File: src/rtl/riscv_pkg.sv
// +--------------------------------------------------------------------------+
// | riscv_pkg: shared types and constants for the ID/EX stage of the RV32I  |
// | core. Revision: 1.0                                                     |
// +--------------------------------------------------------------------------+
`default_nettype none

package riscv_pkg;

  localparam int RV_XLEN    = 32;
  localparam int RV_ALUOP_W = 4;

  typedef logic [4:0] reg_idx_t;

  typedef enum logic [1:0] {
    from_ALU     = 2'd0,
    from_DataMem = 2'd1,
    from_PC4     = 2'd2
  } MReg_sel_e;

  // Field widths follow RV_XLEN/RV_ALUOP_W; instantiate id_ex_stage with matching XLEN/ALUOP_W.
  typedef struct packed {
    logic                  valid;
    logic [RV_XLEN-1:0]    pc;
    reg_idx_t              rs1;
    reg_idx_t              rs2;
    reg_idx_t              rd;
    logic [RV_XLEN-1:0]    rs1_data;
    logic [RV_XLEN-1:0]    rs2_data;
    logic [RV_XLEN-1:0]    imm;
    logic [RV_ALUOP_W-1:0] alu_op;
    logic                  alusrc;
    logic                  regwrite;
    logic                  memwrite;
    MReg_sel_e             mreg;
  } id_ex_t;

  localparam id_ex_t ID_EX_BUBBLE = '{
    valid:    1'b0,
    pc:       '0,
    rs1:      5'd0,
    rs2:      5'd0,
    rd:       5'd0,
    rs1_data: '0,
    rs2_data: '0,
    imm:      '0,
    alu_op:   '0,
    alusrc:   1'b0,
    regwrite: 1'b0,
    memwrite: 1'b0,
    mreg:     from_ALU
  };

  // Kills the control and register-index fields; datapath fields are left as they were.
  function automatic id_ex_t insert_bubble(input id_ex_t cur);
    id_ex_t res;
    res          = cur;
    res.valid    = ID_EX_BUBBLE.valid;
    res.regwrite = ID_EX_BUBBLE.regwrite;
    res.memwrite = ID_EX_BUBBLE.memwrite;
    res.rs1      = ID_EX_BUBBLE.rs1;
    res.rs2      = ID_EX_BUBBLE.rs2;
    res.rd       = ID_EX_BUBBLE.rd;
    res.mreg     = ID_EX_BUBBLE.mreg;
    return res;
  endfunction

endpackage

`default_nettype wire

File: src/rtl/load_use_detect.sv
// +--------------------------------------------------------------------------+
// | load_use_detect: combinational load-use hazard and ID stall generation. |
// | Revision: 1.0                                                           |
// +--------------------------------------------------------------------------+
`default_nettype none

module load_use_detect
  import riscv_pkg::*;
(
  input  logic      ex_valid,
  input  logic      ex_regwrite,
  input  MReg_sel_e ex_MReg,
  input  reg_idx_t  ex_rd,
  input  logic      id_valid,
  input  logic      id_uses_rs1,
  input  logic      id_uses_rs2,
  input  reg_idx_t  id_rs1,
  input  reg_idx_t  id_rs2,
  input  logic      ex_flush,
  input  logic      hold,
  output logic      lu_haz,
  output logic      stall_id
);

  logic w_ex_is_load;
  logic w_src_match;

  assign w_ex_is_load = ex_valid & ex_regwrite & (ex_MReg == from_DataMem) & (ex_rd != 5'd0);
  assign w_src_match  = (id_uses_rs1 & (id_rs1 == ex_rd)) | (id_uses_rs2 & (id_rs2 == ex_rd));

  assign lu_haz   = w_ex_is_load & id_valid & w_src_match;
  // A frozen pipeline already stalls upstream; a flush discards the dependent instruction.
  assign stall_id = lu_haz & ~ex_flush & ~hold;

endmodule

`default_nettype wire

File: src/rtl/id_ex_stage.sv
// +--------------------------------------------------------------------------+
// | id_ex_stage: ID/EX pipeline register with load-use bubble insertion.    |
// | Optional perf counters when ID_EX_PERF_CNT_EN is defined. Revision: 1.0 |
// +--------------------------------------------------------------------------+
`default_nettype none

module id_ex_stage
  import riscv_pkg::*;
#(
  parameter int XLEN    = 32,
  parameter int ALUOP_W = 4
) (
  input  logic               clk,
  input  logic               rst,
  input  logic               hold,
  input  logic               ex_flush,
  input  logic               id_valid,
  input  logic [XLEN-1:0]    id_pc,
  input  reg_idx_t           id_rs1,
  input  reg_idx_t           id_rs2,
  input  reg_idx_t           id_rd,
  input  logic               id_uses_rs1,
  input  logic               id_uses_rs2,
  input  logic [XLEN-1:0]    id_rs1_data,
  input  logic [XLEN-1:0]    id_rs2_data,
  input  logic [XLEN-1:0]    id_imm,
  input  logic [ALUOP_W-1:0] id_alu_op,
  input  logic               id_alusrc,
  input  logic               id_regwrite,
  input  logic               id_memwrite,
  input  MReg_sel_e          id_MReg,
  output logic               ex_valid,
  output logic [XLEN-1:0]    ex_pc,
  output reg_idx_t           ex_rs1,
  output reg_idx_t           ex_rs2,
  output reg_idx_t           ex_rd,
  output logic [XLEN-1:0]    ex_rs1_data,
  output logic [XLEN-1:0]    ex_rs2_data,
  output logic [XLEN-1:0]    ex_imm,
  output logic [ALUOP_W-1:0] ex_alu_op,
  output logic               ex_alusrc,
  output logic               ex_regwrite,
  output logic               ex_memwrite,
  output MReg_sel_e          ex_MReg,
`ifdef ID_EX_PERF_CNT_EN
  output logic [31:0]        perf_lu_stalls,
  output logic [31:0]        perf_flushes,
`endif
  output logic               stall_id
);

  id_ex_t r_q;
  id_ex_t w_load;
  id_ex_t w_d;
  logic   w_lu_haz;

  load_use_detect u_lu_detect (
    .ex_valid    (r_q.valid),
    .ex_regwrite (r_q.regwrite),
    .ex_MReg     (r_q.mreg),
    .ex_rd       (r_q.rd),
    .id_valid    (id_valid),
    .id_uses_rs1 (id_uses_rs1),
    .id_uses_rs2 (id_uses_rs2),
    .id_rs1      (id_rs1),
    .id_rs2      (id_rs2),
    .ex_flush    (ex_flush),
    .hold        (hold),
    .lu_haz      (w_lu_haz),
    .stall_id    (stall_id)
  );

  always_comb begin
    w_load          = ID_EX_BUBBLE;
    w_load.valid    = id_valid;
    w_load.pc       = id_pc;
    w_load.rs1      = id_rs1;
    w_load.rs2      = id_rs2;
    w_load.rd       = id_rd;
    w_load.rs1_data = id_rs1_data;
    w_load.rs2_data = id_rs2_data;
    w_load.imm      = id_imm;
    w_load.alu_op   = id_alu_op;
    w_load.alusrc   = id_alusrc;
    w_load.regwrite = id_regwrite & id_valid;
    w_load.memwrite = id_memwrite & id_valid;
    w_load.mreg     = id_MReg;
  end

  always_comb begin
    w_d = w_load;
    if (ex_flush || w_lu_haz) begin
      w_d = insert_bubble(r_q);
    end
  end

  always_ff @(posedge clk or posedge rst) begin
    if (rst) begin
      r_q <= ID_EX_BUBBLE;
    end else if (!hold) begin
      r_q <= w_d;
    end
  end

  assign ex_valid    = r_q.valid;
  assign ex_pc       = r_q.pc;
  assign ex_rs1      = r_q.rs1;
  assign ex_rs2      = r_q.rs2;
  assign ex_rd       = r_q.rd;
  assign ex_rs1_data = r_q.rs1_data;
  assign ex_rs2_data = r_q.rs2_data;
  assign ex_imm      = r_q.imm;
  assign ex_alu_op   = r_q.alu_op;
  assign ex_alusrc   = r_q.alusrc;
  assign ex_regwrite = r_q.regwrite;
  assign ex_memwrite = r_q.memwrite;
  assign ex_MReg     = r_q.mreg;

`ifdef ID_EX_PERF_CNT_EN
  logic [31:0] r_perf_lu;
  logic [31:0] r_perf_fl;

  always_ff @(posedge clk or posedge rst) begin
    if (rst) begin
      r_perf_lu <= 32'd0;
      r_perf_fl <= 32'd0;
    end else if (!hold) begin
      if (w_lu_haz && !ex_flush) r_perf_lu <= r_perf_lu + 32'd1;
      if (ex_flush)              r_perf_fl <= r_perf_fl + 32'd1;
    end
  end

  assign perf_lu_stalls = r_perf_lu;
  assign perf_flushes   = r_perf_fl;
`endif

endmodule

`default_nettype wire

File: config.mk
export PLATFORM = sky130hd
export DESIGN_NAME = id_ex_stage
export DESIGN_NICKNAME = d
export VERILOG_FILES = /design/src/rtl/riscv_pkg.sv /design/src/rtl/load_use_detect.sv /design/src/rtl/id_ex_stage.sv
export SDC_FILE = /design/constraint.sdc
export NUM_CORES = 1
export LEC_CHECK = 0
export CAP_MARGIN = 20
export CELL_PAD_IN_SITES_DETAIL_PLACEMENT = 0
export CELL_PAD_IN_SITES_GLOBAL_PLACEMENT = 1
export CORE_ASPECT_RATIO = 0.9
export CORE_UTILIZATION = 33
export DETAILED_ROUTE_END_ITERATION = 10
export PLACE_DENSITY_LB_ADDON = 0.1
export SLEW_MARGIN = 30
export SYNTH_ARGS = -nofsm -noshare
export SYNTH_HDL_FRONTEND = slang
export SYNTH_SLANG_ARGS = --single-unit
File: constraint.sdc
create_clock -name clk -period 7.5 [get_ports clk]
set_input_delay 1.5 -clock clk [delete_from_list [all_inputs] [get_ports clk]]
set_output_delay 1.5 -clock clk [all_outputs]
set_load 0.005 [all_outputs]
Word-level counts from Yosys, hierarchy flattened
Index checks and enable logic that the tools add are counted.
- register bits after elaboration: 153
- input port bits: 159
- output and inout port bits: 154
- logic and storage cells: 35
- equal/unequal tests: 3
- mux-type cells: 1
- bitwise operators: 15
- reduce and logical (&&, ||, !) cells: 3
- operator list (kind ; count):
    $mux 153 ; 1
    $and 1x1->1 ; 11
    $eq 5x5->1 ; 2
    $reduce_bool 5->1 ; 1
    $not 1->1 ; 3
    $eq 2x1->1 const B ; 1
    $reduce_and 2->1 ; 1
    $logic_or 1x1->1 ; 1
    $or 1x1->1 ; 1

Logic depth before layout (Yosys ltp)
- depth after elaboration: 8
- mapped depth: 7
- depth with buffers taken out: 5

Cells and area by module
A second synthesis with hierarchy kept.
- cell total of the unflattened synthesis: 369
- area total of the unflattened synthesis: 5945.7 µm²
- modules (own cells, without submodules) (module ; times used ; cells an instance ; area an instance (µm²) ; seq. area each (µm²)):
    id_ex_stage ; 1 ; 349 ; 5786.8 ; 3828.7
    load_use_detect ; 1 ; 20 ; 158.9 ; 0.0

Worst setup path after synthesis
OpenSTA, ideal clock, no wires.
- kind: input port to output port
- start: in id_valid
- end: out stall_id
- arrival: 2.239 ns
- setup slack: 3.761 ns
- stages: 4
- path buffers: 0
- cells stage by stage: nand2_1 -> nor4_1 -> nand2_1 -> nor2_1
- word-level cells in the longest chain between the ends: 4
- RTL lines (item ; RTL line ; source):
    start, declared ; id_ex_stage.sv:17 ; input logic id_valid,
    $and 1x1->1 (2 in series) ; load_use_detect.sv:31 ; assign lu_haz = w_ex_is_load & id_valid & w_src_match;
    $and 1x1->1 (2 in series) ; load_use_detect.sv:33 ; assign stall_id = lu_haz & ~ex_flush & ~hold;
    end, declared ; id_ex_stage.sv:49 ; output logic stall_id
Every way passes these cells.

Worst setup path after layout
- start: in hold
- end: out stall_id
- word-level cells in the longest chain between the ends: 2
- RTL lines (item ; RTL line ; source):
    start, declared ; id_ex_stage.sv:15 ; input logic hold,
    $not 1->1 (no source line) ; n/a ;
    $and 1x1->1 ; load_use_detect.sv:33 ;
Every way passes these cells.

==> out/qor.txt <==
DETAILED ROUTING
--------------------------------------------------------------------------------------------------------
DRC violations left .......................................................................            0
Wirelength, routed ........................................................................     15660 µm
Initial detailed-routing violation count ..................................................          112
First-pass detailed-route iteration total .................................................            4
Antenna Nets Post-Route ...................................................................            0
Detail-routed via count per cell ..........................................................        4.501
Total via count after detailed routing ....................................................         4105
Routed len/inst ...........................................................................     17.17 µm

CELLS AND AREA
--------------------------------------------------------------------------------------------------------
Fin nets ..................................................................................          824
Area added between synthesis and finish ...................................................       69.30%
Count of antenna diodes in the layout .....................................................            0
Util after Layout .........................................................................       57.54%
Layout cell share with drive strength beyond 1 ............................................       17.43%
Most frequent standard cell in the layout excluding fill and tap cells .................... sky130_fd_sc_hd__clkdlybuf4s50_1
Commonest cells after routing, fill and taps aside ........................................ 312 x sky130_fd_sc_hd__clkdlybuf4s50_1, 153 x sky130_fd_sc_hd__dfrtp_1, 83 x sky130_fd_sc_hd__mux2_2, 50 x sky130_fd_sc_hd__mux2_1, 18 x sky130_fd_sc_hd__a22o_1
Final instance area .......................................................................     9784 µm²

SETUP PATH
--------------------------------------------------------------------------------------------------------
Most frequent cell on the critical path ................................................... sky130_fd_sc_hd__clkdlybuf4s50_1
Data arrival time at the worst-slack endpoint .............................................      3.50 ns
Worst path required time ..................................................................      6.00 ns
Register-to-Register Path Depth ...........................................................            6
Worst path cell trace ..................................................................... clkdlybuf4s50_1 -> or2_2 -> nor2_1 -> clkdlybuf4s50_1
Worst-path cell with the longest stage delay .............................................. sky130_fd_sc_hd__clkdlybuf4s50_1
Crit. End Element .........................................................................  output port
CP startpoint kind ........................................................................ primary input
Critical path fanouts, max ................................................................           21
Category of the most critical setup path ..................................................    in -> out
Maximum cell stage delay along the critical path ..........................................      0.83 ns

POWER AND IR DROP
--------------------------------------------------------------------------------------------------------
Static leakage ............................................................................     3.989 nW
Power Internal ............................................................................     1.865 mW
Switching component of the power ..........................................................    0.5322 mW
Peak supply drop ..........................................................................    0.1702 mV
Combinational share of power ..............................................................        20.7%
Switching share of total power ............................................................       22.20%
Share of total power in the clock network .................................................        37.6%
Power Dens Cells .......................................................................... 245.0 nW/µm²
Proportion of power drawn by flip-flops and latches .......................................        41.7%

GLOBAL ROUTE
--------------------------------------------------------------------------------------------------------
First-pass GRT wire length ................................................................     24340 µm
Pin count of the biggest net entering global routing ......................................          120
Number of antenna violations at the first check in global routing .........................            0
Global-route usage over all layers ........................................................       17.99%
Sum of overflow across all layers after global routing ....................................            0
Via count of the first global-routing pass ................................................         4435

FLOORPLANNING
--------------------------------------------------------------------------------------------------------
Overall die area ..........................................................................    18050 µm²
Die X-Extent ..............................................................................     141.5 µm
Placement Rows ............................................................................           45
Vertical die dimension ....................................................................     127.5 µm
Area of the core region ...................................................................    17000 µm²
Initial Utilization .......................................................................       33.99%
Io pins ...................................................................................          313

STA
--------------------------------------------------------------------------------------------------------
Final setup violation count ...............................................................            0
Tightest Pin Transition ...................................................................    0.8242 ns
Post-route setup slack ....................................................................     2.505 ns
Number of endpoints with negative hold slack in the final report ..........................            0
Fmax achieved .............................................................................    200.2 MHz
Max Transition Viols Final ................................................................            0
Total negative slack for setup checks .....................................................         0 ns
RSZ-0062 raised after global routing ......................................................        false
Worst Skew ................................................................................   0.01251 ns
Relative max-transition margin ............................................................       45.06%
Share of the cycle needed by the critical path after routing ..............................       66.60%
Final min period ..........................................................................     4.995 ns

CLOCKING
--------------------------------------------------------------------------------------------------------
Buffer count from post-CTS setup fixing ...................................................            0
Root buffer selected by CTS ............................................................... sky130_fd_sc_hd__clkbuf_16
Number of buffers between clock root and the deepest sink .................................            2
Latest clock arrival within the worst-skew pair ...........................................      0.41 ns
Count of hold buffers inserted by post-cts repair .........................................            0
PostCTS Resize Cnt ........................................................................            0
Cts bufs inserted .........................................................................           17
Total number of H-tree levels .............................................................            4
Count of clock tree sinks .................................................................          153
TritonCTS clock tree ......................................................................          yes
Post-CTS clock slew at the launch and capture registers of the worst setup and hold paths .      0.06 ns

PLACE
--------------------------------------------------------------------------------------------------------
Count of input and output buffers .........................................................          312
Routability congestion estimate from global placement .....................................       0.7642
Cell area reported after detailed placement ...............................................     9158 µm²
Total half-perimeter wirelength after legalization and detailed placement .................     11400 µm
Pre-CTS WS ................................................................................     2.482 ns

SYNTHESIS
--------------------------------------------------------------------------------------------------------
Count of different cell masters after synthesis ...........................................           18
Average size of a mapped cell .............................................................    16.56 µm²
Cells taking the most area after synthesis ................................................ sky130_fd_sc_hd__dfrtp_1 66%, sky130_fd_sc_hd__mux2_2 16%, sky130_fd_sc_hd__mux2_1 9.7%
Yosys Warn Count ..........................................................................            0
Synth Net Count ...........................................................................          508
Cell Area, Synth ..........................................................................     5779 µm²
Fraction of post-synthesis cell area in the top cell type by area .........................       66.25%
Post-synthesis cell count .................................................................          349
Biggest area consumer among synthesized cells ............................................. sky130_fd_sc_hd__dfrtp_1
Number of register bits inferred by synthesis .............................................          153
Sequential fraction of the synthesis area .................................................       66.25%

WORST HOLD PATH
--------------------------------------------------------------------------------------------------------
Min-Delay Path Depth ......................................................................            1
Type of the worst min-delay path ..........................................................   reg -> reg

FLOW RUN
--------------------------------------------------------------------------------------------------------
Max Cap Viol ..............................................................................            0

OUTCOME
--------------------------------------------------------------------------------------------------------
Status .................................................................................... finished, final reports clean

## registers in the layout, summed over array words and instances (netlist names)
signal	cells
ex_MReg	2
ex_alu_op	4
ex_alusrc	1
ex_imm	32
ex_memwrite	1
ex_pc	32
ex_rd	5
ex_regwrite	1
ex_rs1	5
ex_rs1_data	32
ex_rs2	5
ex_rs2_data	32
ex_valid	1
## through the flow
stage	hold WS, ns	total power [mW]	cells
6_report	0.4832	2.397	912
5_1_grt	0.4965	2.514	912
4_1_cts	0.4874	2.441	912
3_5_place_dp	0.4737	1.519	881
3_3_place_gp	0.4665	1.507	880
2_1_floorplan	0.4828	1.158	349
## worst max-delay path, delay by kind of cell
kind	cells	cell delay (ns)
buf+inv	2	1.35
simple gates	2	0.63
## synth_stat cells
cell type	number
sky130_fd_sc_hd__mux2_2	83
sky130_fd_sc_hd__dfrtp_1	153
sky130_fd_sc_hd__nor2_1	2
sky130_fd_sc_hd__buf_4	6
sky130_fd_sc_hd__or2_2	1
sky130_fd_sc_hd__a22o_1	18
sky130_fd_sc_hd__clkbuf_1	2
sky130_fd_sc_hd__nand2_1	5
sky130_fd_sc_hd__nand4_1	2
sky130_fd_sc_hd__a21oi_4	1
sky130_fd_sc_hd__xnor2_1	10
sky130_fd_sc_hd__a32o_1	2
sky130_fd_sc_hd__or4_1	1
sky130_fd_sc_hd__inv_1	1
sky130_fd_sc_hd__o22ai_1	1
sky130_fd_sc_hd__mux2_1	50
sky130_fd_sc_hd__buf_2	10
sky130_fd_sc_hd__nor4_1	1
## layer usage
layer	vias to the layer above	GRT usage [%]	part of all wire, %
met1	2034	19.89	38
li1	1877	-	-
met4	0	5.566	1.5
met2	178	30.90	51
met3	16	8.246	9.7
met5	-	0	0
## cell type report
cell class | count | area (µm²)
inverter | 1 | 8.758
clock inverter | 10 | 166.4
sequential | 153 | 3829
clock buffer | 21 | 460.4
timing repair buffer | 315 | 3182
fill | 1368 | 7219
multi-input combinational | 177 | 1844
tap | 235 | 294.0
## power by group through the flow
stage          logic (mW)  registers [mW]  clock network, mW
6_report            0.496            1.00              0.901
5_1_grt             0.534            1.02              0.964
4_1_cts             0.507            1.00              0.932
3_3_place_gp        0.498            1.01                  0
2_1_floorplan       0.138            1.02                  0
3_5_place_dp        0.505            1.01                  0
## path summary, 6_finish.rpt
check	from	endpoint	slack (ns)
max in group asynchronous	rst	ex_rs1_data[21]	4.71
min in group asynchronous	rst	ex_rs1_data[5]	1.54
worst max-delay path	hold	stall_id	2.50
worst max register to register	ex_rd[1]	ex_pc[0]	4.58
worst min-delay path	ex_rs1_data[17]	ex_rs1_data[17]	0.48
worst min register to register	ex_rs1_data[17]	ex_rs1_data[17]	0.48
## logic make-up (layout without fill, tap and decap cells)
kind of cell / count (synthesis) / after routing / share of synthesized area [%]
DFF: 153 / 153 / 66.25
muxes: 133 / 133 / 25.91
AOI/OAI and AO/OA: 22 / 22 / 3.464
buffers and inverters: 19 / 347 / 1.840
and+or+nand+nor: 12 / 12 / 1.018
xor gates and xnor gates: 10 / 10 / 1.515
No activity file was read; power rests on OpenSTA's default activity.
